`config.mk`:
```
export PLATFORM = sky130hd
export DESIGN_NAME = mdu_iter_flat
export DESIGN_NICKNAME = d
export VERILOG_FILES = /design/src/rtl/mdu_pkg.sv /design/src/rtl/mdu_iter_if.sv /design/src/rtl/mdu_iter.sv /design/src/flat_wrapper.sv
export SDC_FILE = /design/constraint.sdc
export NUM_CORES = 1
export LEC_CHECK = 0
export CELL_PAD_IN_SITES_DETAIL_PLACEMENT = 1
export CELL_PAD_IN_SITES_GLOBAL_PLACEMENT = 1
export CORE_ASPECT_RATIO = 1.5
export CORE_MARGIN = 4
export CORE_UTILIZATION = 45
export CTS_CLUSTER_DIAMETER = 200
export CTS_CLUSTER_SIZE = 20
export DETAILED_ROUTE_END_ITERATION = 7
export GPL_TIMING_DRIVEN = 0
export PLACE_DENSITY_LB_ADDON = 0.1
export SLEW_MARGIN = 20
export SYNTH_ARGS = -nofsm -noshare
export SYNTH_HDL_FRONTEND = slang
export SYNTH_SLANG_ARGS = --single-unit
export TNS_END_PERCENT = 1
```
`constraint.sdc`:
```
create_clock -name clk -period 4.11 [get_ports clk]
set_input_delay 0.822 -clock clk [delete_from_list [all_inputs] [get_ports clk]]
set_output_delay 0.822 -clock clk [all_outputs]
set_load 0.02 [all_outputs]
```
`src/rtl/mdu_pkg.sv`:
```
// Shared encodings for the iterative multiply/divide unit.
// The HI/LO read-select codes are also used by the main decoder.
package mdu_pkg;

  typedef enum logic [1:0] {
    MDU_IDLE = 2'd0,
    MDU_RUN  = 2'd1,
    MDU_FIX  = 2'd2
  } mdu_state_t;

  localparam logic [1:0] MVHL_NONE = 2'b00;
  localparam logic [1:0] MVHL_LO   = 2'b01;
  localparam logic [1:0] MVHL_HI   = 2'b10;

endpackage

```
`src/rtl/mdu_iter_if.sv`:
```
// Decoder/EX-side handshake bundle of the multiply/divide unit.
// The master drives the controls and operands; the slave is the MDU.
interface mdu_iter_if #(
  parameter int WIDTH = 32
);
  logic             start;
  logic             multordiv;
  logic             is_signed;
  logic [WIDTH-1:0] a;
  logic [WIDTH-1:0] b;
  logic [1:0]       mvhl;
  logic [WIDTH-1:0] rdata;
  logic             busy;
  logic             stall;
  logic             done;
  logic             dbz;

  modport master (
    output start, multordiv, is_signed, a, b, mvhl,
    input  rdata, busy, stall, done, dbz
  );

  modport slave (
    input  start, multordiv, is_signed, a, b, mvhl,
    output rdata, busy, stall, done, dbz
  );
endinterface

```
`src/rtl/mdu_iter.sv`:
```
// Iterative MULT/MULTU/DIV/DIVU with architectural HI/LO registers.
// An operation takes WIDTH iterations plus one sign-fix cycle; stall freezes the pipe on hazards.
module mdu_iter
  import mdu_pkg::*;
#(
  parameter int WIDTH = 32
) (
  input  logic       clk,
  input  logic       reset,
  mdu_iter_if.slave  bus
);

  localparam int CW = $clog2(WIDTH);

  mdu_state_t         state_q, state_d;
  logic [CW-1:0]      cnt_q, cnt_d;
  logic [2*WIDTH-1:0] acc_q, acc_d;
  logic [WIDTH-1:0]   rem_q, rem_d;
  logic [WIDTH-1:0]   op_q, op_d;
  logic               mul_q, mul_d;
  logic               neg_lo_q, neg_lo_d;
  logic               neg_hi_q, neg_hi_d;
  logic [WIDTH-1:0]   hi_q, hi_d;
  logic [WIDTH-1:0]   lo_q, lo_d;
  logic               busy_q, busy_d;
  logic               done_q, done_d;
  logic               dbz_q, dbz_d;

  logic               sign_a, sign_b;
  logic [WIDTH-1:0]   mag_a, mag_b;
  logic [WIDTH:0]     mul_sum;
  logic [2*WIDTH-1:0] mul_next;
  logic [WIDTH:0]     div_shift;
  logic [WIDTH:0]     div_diff;

  always_comb begin
    state_d  = state_q;
    cnt_d    = cnt_q;
    acc_d    = acc_q;
    rem_d    = rem_q;
    op_d     = op_q;
    mul_d    = mul_q;
    neg_lo_d = neg_lo_q;
    neg_hi_d = neg_hi_q;
    hi_d     = hi_q;
    lo_d     = lo_q;
    busy_d   = busy_q;
    done_d   = 1'b0;
    dbz_d    = dbz_q;

    sign_a = bus.is_signed & bus.a[WIDTH-1];
    sign_b = bus.is_signed & bus.b[WIDTH-1];
    mag_a  = sign_a ? -bus.a : bus.a;
    mag_b  = sign_b ? -bus.b : bus.b;

    // Multiply: acc = {partial product, remaining multiplier bits}, shifted right each step.
    mul_sum  = {1'b0, acc_q[2*WIDTH-1:WIDTH]} + {1'b0, op_q};
    mul_next = acc_q[0] ? {mul_sum, acc_q[WIDTH-1:1]} : {1'b0, acc_q[2*WIDTH-1:1]};

    // Divide: remainder < divisor, so the shifted trial fits a signed WIDTH+1 difference.
    div_shift = {rem_q, acc_q[WIDTH-1]};
    div_diff  = div_shift - {1'b0, op_q};

    unique case (state_q)
      MDU_IDLE: begin
        if (bus.start) begin
          state_d  = MDU_RUN;
          cnt_d    = CW'(WIDTH - 1);
          mul_d    = bus.multordiv;
          op_d     = bus.multordiv ? mag_a : mag_b;
          acc_d    = {{WIDTH{1'b0}}, (bus.multordiv ? mag_b : mag_a)};
          rem_d    = '0;
          neg_lo_d = sign_a ^ sign_b;
          neg_hi_d = sign_a;
          dbz_d    = !bus.multordiv && (bus.b == '0);
          busy_d   = 1'b1;
        end
      end
      MDU_RUN: begin
        if (mul_q) begin
          acc_d = mul_next;
        end else if (!div_diff[WIDTH]) begin
          rem_d = div_diff[WIDTH-1:0];
          acc_d = {acc_q[2*WIDTH-1:WIDTH], acc_q[WIDTH-2:0], 1'b1};
        end else begin
          rem_d = div_shift[WIDTH-1:0];
          acc_d = {acc_q[2*WIDTH-1:WIDTH], acc_q[WIDTH-2:0], 1'b0};
        end
        cnt_d = cnt_q - 1'b1;
        if (cnt_q == '0) state_d = MDU_FIX;
      end
      MDU_FIX: begin
        if (mul_q) begin
          {hi_d, lo_d} = neg_lo_q ? -acc_q : acc_q;
        end else begin
          // With a zero divisor the remainder path naturally reproduces a; only LO is forced.
          lo_d = dbz_q ? {WIDTH{1'b1}} :
                 (neg_lo_q ? -acc_q[WIDTH-1:0] : acc_q[WIDTH-1:0]);
          hi_d = neg_hi_q ? -rem_q : rem_q;
        end
        done_d  = 1'b1;
        busy_d  = 1'b0;
        state_d = MDU_IDLE;
      end
      default: begin
        state_d = MDU_IDLE;
        busy_d  = 1'b0;
      end
    endcase

    bus.busy  = busy_q;
    bus.done  = done_q;
    bus.dbz   = dbz_q;
    bus.stall = busy_q & (bus.start | (bus.mvhl != MVHL_NONE));
    unique case (bus.mvhl)
      MVHL_HI: bus.rdata = hi_q;
      MVHL_LO: bus.rdata = lo_q;
      default: bus.rdata = '0;
    endcase
  end

  always_ff @(posedge clk) begin
    if (reset) begin
      state_q  <= MDU_IDLE;
      cnt_q    <= '0;
      acc_q    <= '0;
      rem_q    <= '0;
      op_q     <= '0;
      mul_q    <= 1'b0;
      neg_lo_q <= 1'b0;
      neg_hi_q <= 1'b0;
      hi_q     <= '0;
      lo_q     <= '0;
      busy_q   <= 1'b0;
      done_q   <= 1'b0;
      dbz_q    <= 1'b0;
    end else begin
      state_q  <= state_d;
      cnt_q    <= cnt_d;
      acc_q    <= acc_d;
      rem_q    <= rem_d;
      op_q     <= op_d;
      mul_q    <= mul_d;
      neg_lo_q <= neg_lo_d;
      neg_hi_q <= neg_hi_d;
      hi_q     <= hi_d;
      lo_q     <= lo_d;
      busy_q   <= busy_d;
      done_q   <= done_d;
      dbz_q    <= dbz_d;
    end
  end

endmodule

```
`src/flat_wrapper.sv`:
```
// flat-port wrapper written by rule: the top's interface ports become plain ports
module mdu_iter_flat import mdu_pkg::*;
#(
  parameter int WIDTH = 32
)
  (clk, reset, bus_start, bus_multordiv, bus_is_signed, bus_a, bus_b, bus_mvhl, bus_rdata, bus_busy, bus_stall, bus_done, bus_dbz);
  mdu_iter_if #(.WIDTH(WIDTH)) bus_i ();
  input  logic clk;
  input  logic reset;
  input wire logic [$bits(bus_i.start)-1:0] bus_start;
  input wire logic [$bits(bus_i.multordiv)-1:0] bus_multordiv;
  input wire logic [$bits(bus_i.is_signed)-1:0] bus_is_signed;
  input wire logic [$bits(bus_i.a)-1:0] bus_a;
  input wire logic [$bits(bus_i.b)-1:0] bus_b;
  input wire logic [$bits(bus_i.mvhl)-1:0] bus_mvhl;
  output wire logic [$bits(bus_i.rdata)-1:0] bus_rdata;
  output wire logic [$bits(bus_i.busy)-1:0] bus_busy;
  output wire logic [$bits(bus_i.stall)-1:0] bus_stall;
  output wire logic [$bits(bus_i.done)-1:0] bus_done;
  output wire logic [$bits(bus_i.dbz)-1:0] bus_dbz;
  assign bus_i.start = bus_start;
  assign bus_i.multordiv = bus_multordiv;
  assign bus_i.is_signed = bus_is_signed;
  assign bus_i.a = bus_a;
  assign bus_i.b = bus_b;
  assign bus_i.mvhl = bus_mvhl;
  assign bus_rdata = bus_i.rdata;
  assign bus_busy = bus_i.busy;
  assign bus_stall = bus_i.stall;
  assign bus_done = bus_i.done;
  assign bus_dbz = bus_i.dbz;
  mdu_iter #(.WIDTH(WIDTH)) u_core (.clk(clk), .reset(reset), .bus(bus_i));
endmodule
```
==> flow_metrics.tcl <==
set metrics [dict create \
    fin_hold_ws_ns 0.482 \
    num_vias 17200 \
    n_fill_cell 4515 \
    track_usage_pct 36.5 \
    cp-startpoint "u_core.acc_q[31]" \
    ctsHoldBuffers 0 \
    ys_types 76 \
    num_antenna_cells 0 \
    drtIter0Drc 1256 \
    die_h_um 238 \
    reg2reg_to "u_core.rem_q[2]" \
    cp.arrival_ns 4.36 \
    placed_area_sq_um 17500 \
    met1_usage_pct 39.2 \
    tns_ns 0 \
    first_pass_iters 7 \
    synth.avg_cell_area_sq_um 7.43 \
    whs_path_depth 1 \
    max_slew.worst_pin.slew_ns 1.08 \
    final_area_sq_um 18000 \
    pwr-share-clk_pct 12.5 \
    met2_usage_pct 66.8 \
    route.detailed.drc 0 \
    p_switching_mw 5.67 \
    synth_edf_count 0 \
    grt_max_degree 21 \
    p_sw_share_pct 50.1 \
    fin_crit_ns 3.98 \
    synth_largest_area_cell "dfxtp_1" \
    routed_via_density 6.28 \
    drv_cap 0 \
    p_leak_nw 6.67 \
    cp_slowest_cell "or4_1" \
    met3_usage_pct 2.95 \
    die_w_um 161 \
    dpl.hpwl_um 59500 \
    wl_per_cell_um 26.6 \
    register_area_sq_um 4110 \
    fin_util_pct 51.5 \
    cp-endpoint "u_core.rem_q[2]" \
    yosys_most_used_dff "dfxtp_1" \
    path_cells "clkinvlp_4 > ha_1 > fa_1 > nor2b_2 > o31a_1 > o21ai_1 > o21ai_2 > a211oi_4 > or4_1 > nand4_1 > buf_6 > buf_4 > nand3_1 > o311ai_1" \
    end_kind "flop" \
    port_buffers 105 \
    yosys_warnings 0 \
    grt-busiest-layer "met2" \
    path_clk_slew_ns 0.10 \
    grt_pass1_wl_um 108000 \
    cts_buffer_depth 3 \
    netlist_instances 2140 \
    critPathKind "reg2reg" \
    drive_above_1_share_pct 3.66 \
    clock_skew_ns 0.0308 \
    slew_headroom_pct 27.7 \
    grt_pass1_vias 17900 \
    setup-violations-final 0 \
    grt_overflow_total 0 \
    r2r_start "u_core.acc_q[31]" \
    reg2reg_depth 14 \
    outcome "completed" \
    multi_input_area_sq_um 11000 \
    slew_viol_final 0 \
    area_delta_synth_final_pct 13.4 \
    powerDensity_nw_per_um2 628 \
    start_util_pct 45.4 \
    max_clock_freq_ghz 0.251 \
    final_cells 2741 \
    antenna_found_initial 0 \
    synth.area.top_cells "dfxtp_1 (26%), a21oi_1 (6.4%), ha_1 (5.7%)" \
    core_sq_um 35000 \
    cts_tree "done" \
    async_flop_share_pct 0 \
    yosys.area.top_type_share_pct 25.8 \
    ir_worst_vdd_mv 0.599 \
    seq_area_frac_synth_pct 25.8 \
    max_stage_delay_ns 0.57 \
    crit_required_ns 4.48 \
    syn_area_sq_um 15900 \
    fin_ws_ns 0.127 \
    num-nets-final 2414 \
    seqPwrFrac_pct 23.2 \
    cp_max_fo 10 \
    cpLargestDelayFamily "simple AND/OR/NAND/NOR gates" \
    hold_violations 0 \
    root_buffer "clkbuf_16" \
    rows 84 \
    cts_sinks 205 \
    cts_buffers 14 \
    gp_congestion 1.01 \
    clk_latency_ns 0.52 \
    die-area_sq_um 38500 \
    place_worst_setup_slack_ns -0.862 \
    ys_seq_elements 205 \
    finalCritPeriodShare_pct 96.9 \
    drt_wl_total_um 72900 \
    h-tree-depth 1 \
    path_depth 14 \
    pwr-share-comb_pct 64.3 \
    syn_nets 2286 \
    post-place-cells 2718 \
    crit_buf_inv 3 \
    p_int_mw 5.65 \
    r2r_slack_ns 0.13 \
    boundaryPins 107 \
    crit_path_start_kind "flop" \
    power_mw 11.3 \
    ant_nets 0 \
    hp-class "reg2reg" \
]
## registers in the layout (all words and copies together) (netlist names)
name and count:
u_core.acc_q 64, u_core.hi_q 32, u_core.lo_q 32, u_core.op_q 32, u_core.rem_q 32, u_core.cnt_q 5
u_core.state_q 2, u_core.bus.busy 1, u_core.bus.dbz 1, u_core.bus.done 1, u_core.mul_q 1, u_core.neg_hi_q 1
u_core.neg_lo_q 1
## worst min path at each step
stage	to	slack, ns	from
detailed placement	u_core.hi_q[4]	0.45	u_core.hi_q[4]
global placement	u_core.hi_q[2]	0.45	u_core.hi_q[2]
global route	u_core.hi_q[4]	0.50	u_core.hi_q[4]
CTS	u_core.cnt_q[4]	0.48	u_core.cnt_q[4]
finish	u_core.hi_q[4]	0.48	u_core.hi_q[4]
floorplan	u_core.hi_q[3]	0.43	u_core.hi_q[3]
## metal layers
metal / share of wire (%) / vias to the layer above
li1: - / 7935
met1: 37 / 8501
met2: 50 / 542
met3: 3.9 / 224
met4: 8.9 / 0
met5: 0 / -
## synthesized netlist by cell type, types with 5 or more instances
library cell,number
a22oi_1,43
a211o_1,7
xnor2_1,97
ha_1,73
xor2_1,102
o22ai_1,8
o21a_1,15
or2_2,10
o41ai_1,13
a21oi_1,203
nor4_1,13
nor2_1,209
a222oi_1,18
buf_1,10
mux2_2,9
nand4_1,16
a21boi_0,5
a211oi_1,49
nor3_1,48
a21o_1,19
dfxtp_1,205
inv_1,70
mux2i_1,59
o211ai_1,36
o21ai_1,8
or4_1,12
nand2b_1,20
or3_1,19
nor2b_1,44
o21ai_0,173
o31ai_1,30
a31oi_1,20
buf_2,9
nand3_1,30
clkbuf_1,126
nand2_1,227
and2_1,7
## placed cells by master, fill, tap and decap left out, types with 14 or more instances in the layout
| cell type | Yosys | final |
|---|---|---|
| a21o_1 | 19 | 19 |
| o21a_1 | 15 | 15 |
| ha_1 | 73 | 73 |
| xor2_1 | 102 | 102 |
| mux2i_1 | 59 | 59 |
| nor3_1 | 48 | 48 |
| nand4_1 | 16 | 16 |
| nor2_1 | 209 | 209 |
| dfxtp_1 | 205 | 203 |
| a222oi_1 | 18 | 18 |
| o21ai_0 | 173 | 172 |
| or3_1 | 19 | 19 |
| nand2b_1 | 20 | 20 |
| inv_1 | 70 | 69 |
| clkbuf_1 | 126 | 126 |
| a211oi_1 | 49 | 48 |
| o31ai_1 | 30 | 30 |
| o211ai_1 | 36 | 36 |
| nand2_1 | 227 | 227 |
| a22oi_1 | 43 | 43 |
| clkbuf_16 | 0 | 14 |
| nor2b_1 | 44 | 43 |
| a21oi_1 | 203 | 203 |
| xnor2_1 | 97 | 97 |
| nand3_1 | 30 | 30 |
| a31oi_1 | 20 | 20 |
| clkdlybuf4s50_1 | 0 | 105 |
## power by group through the flow
stage,combinational (mW),clock (mW),sequential [mW]
2_1_floorplan,4.77,0,2.47
3_3_place_gp,6.64,0,2.65
3_5_place_dp,6.79,0,2.66
4_1_cts,7.05,1.42,2.61
5_1_grt,7.80,1.49,2.64
6_report,7.28,1.41,2.63
## cell type report
cell class,instances,area share (%)
well taps,473,3.28
plain buffers,146,3.22
multi-input cells,1717,60.9
clock buffers,14,1.94
inverters,72,1.52
repair buffers,112,6.12
clock inverters,2,0.180
flip-flops and latches,205,22.8
## cells by family after synthesis
group / count (synthesis) / share of synthesized area (%)
fa+ha+maj: 75 / 5.99
compound gates: 698 / 27.8
xor+xnor: 199 / 11.0
simple gates: 677 / 19.8
buf+inv: 218 / 5.26
flops: 205 / 25.8
mux: 68 / 4.35
## timing repair
| item | CTS | global route |
|---|---|---|
| buffers inserted | 2 | 5 |
| resized for setup | 8 | 8 |
| endpoints found under the setup margin | 33 | 33 |
| pin swaps | 0 | 2 |
Note: power is estimated with default switching activity, not from simulation.
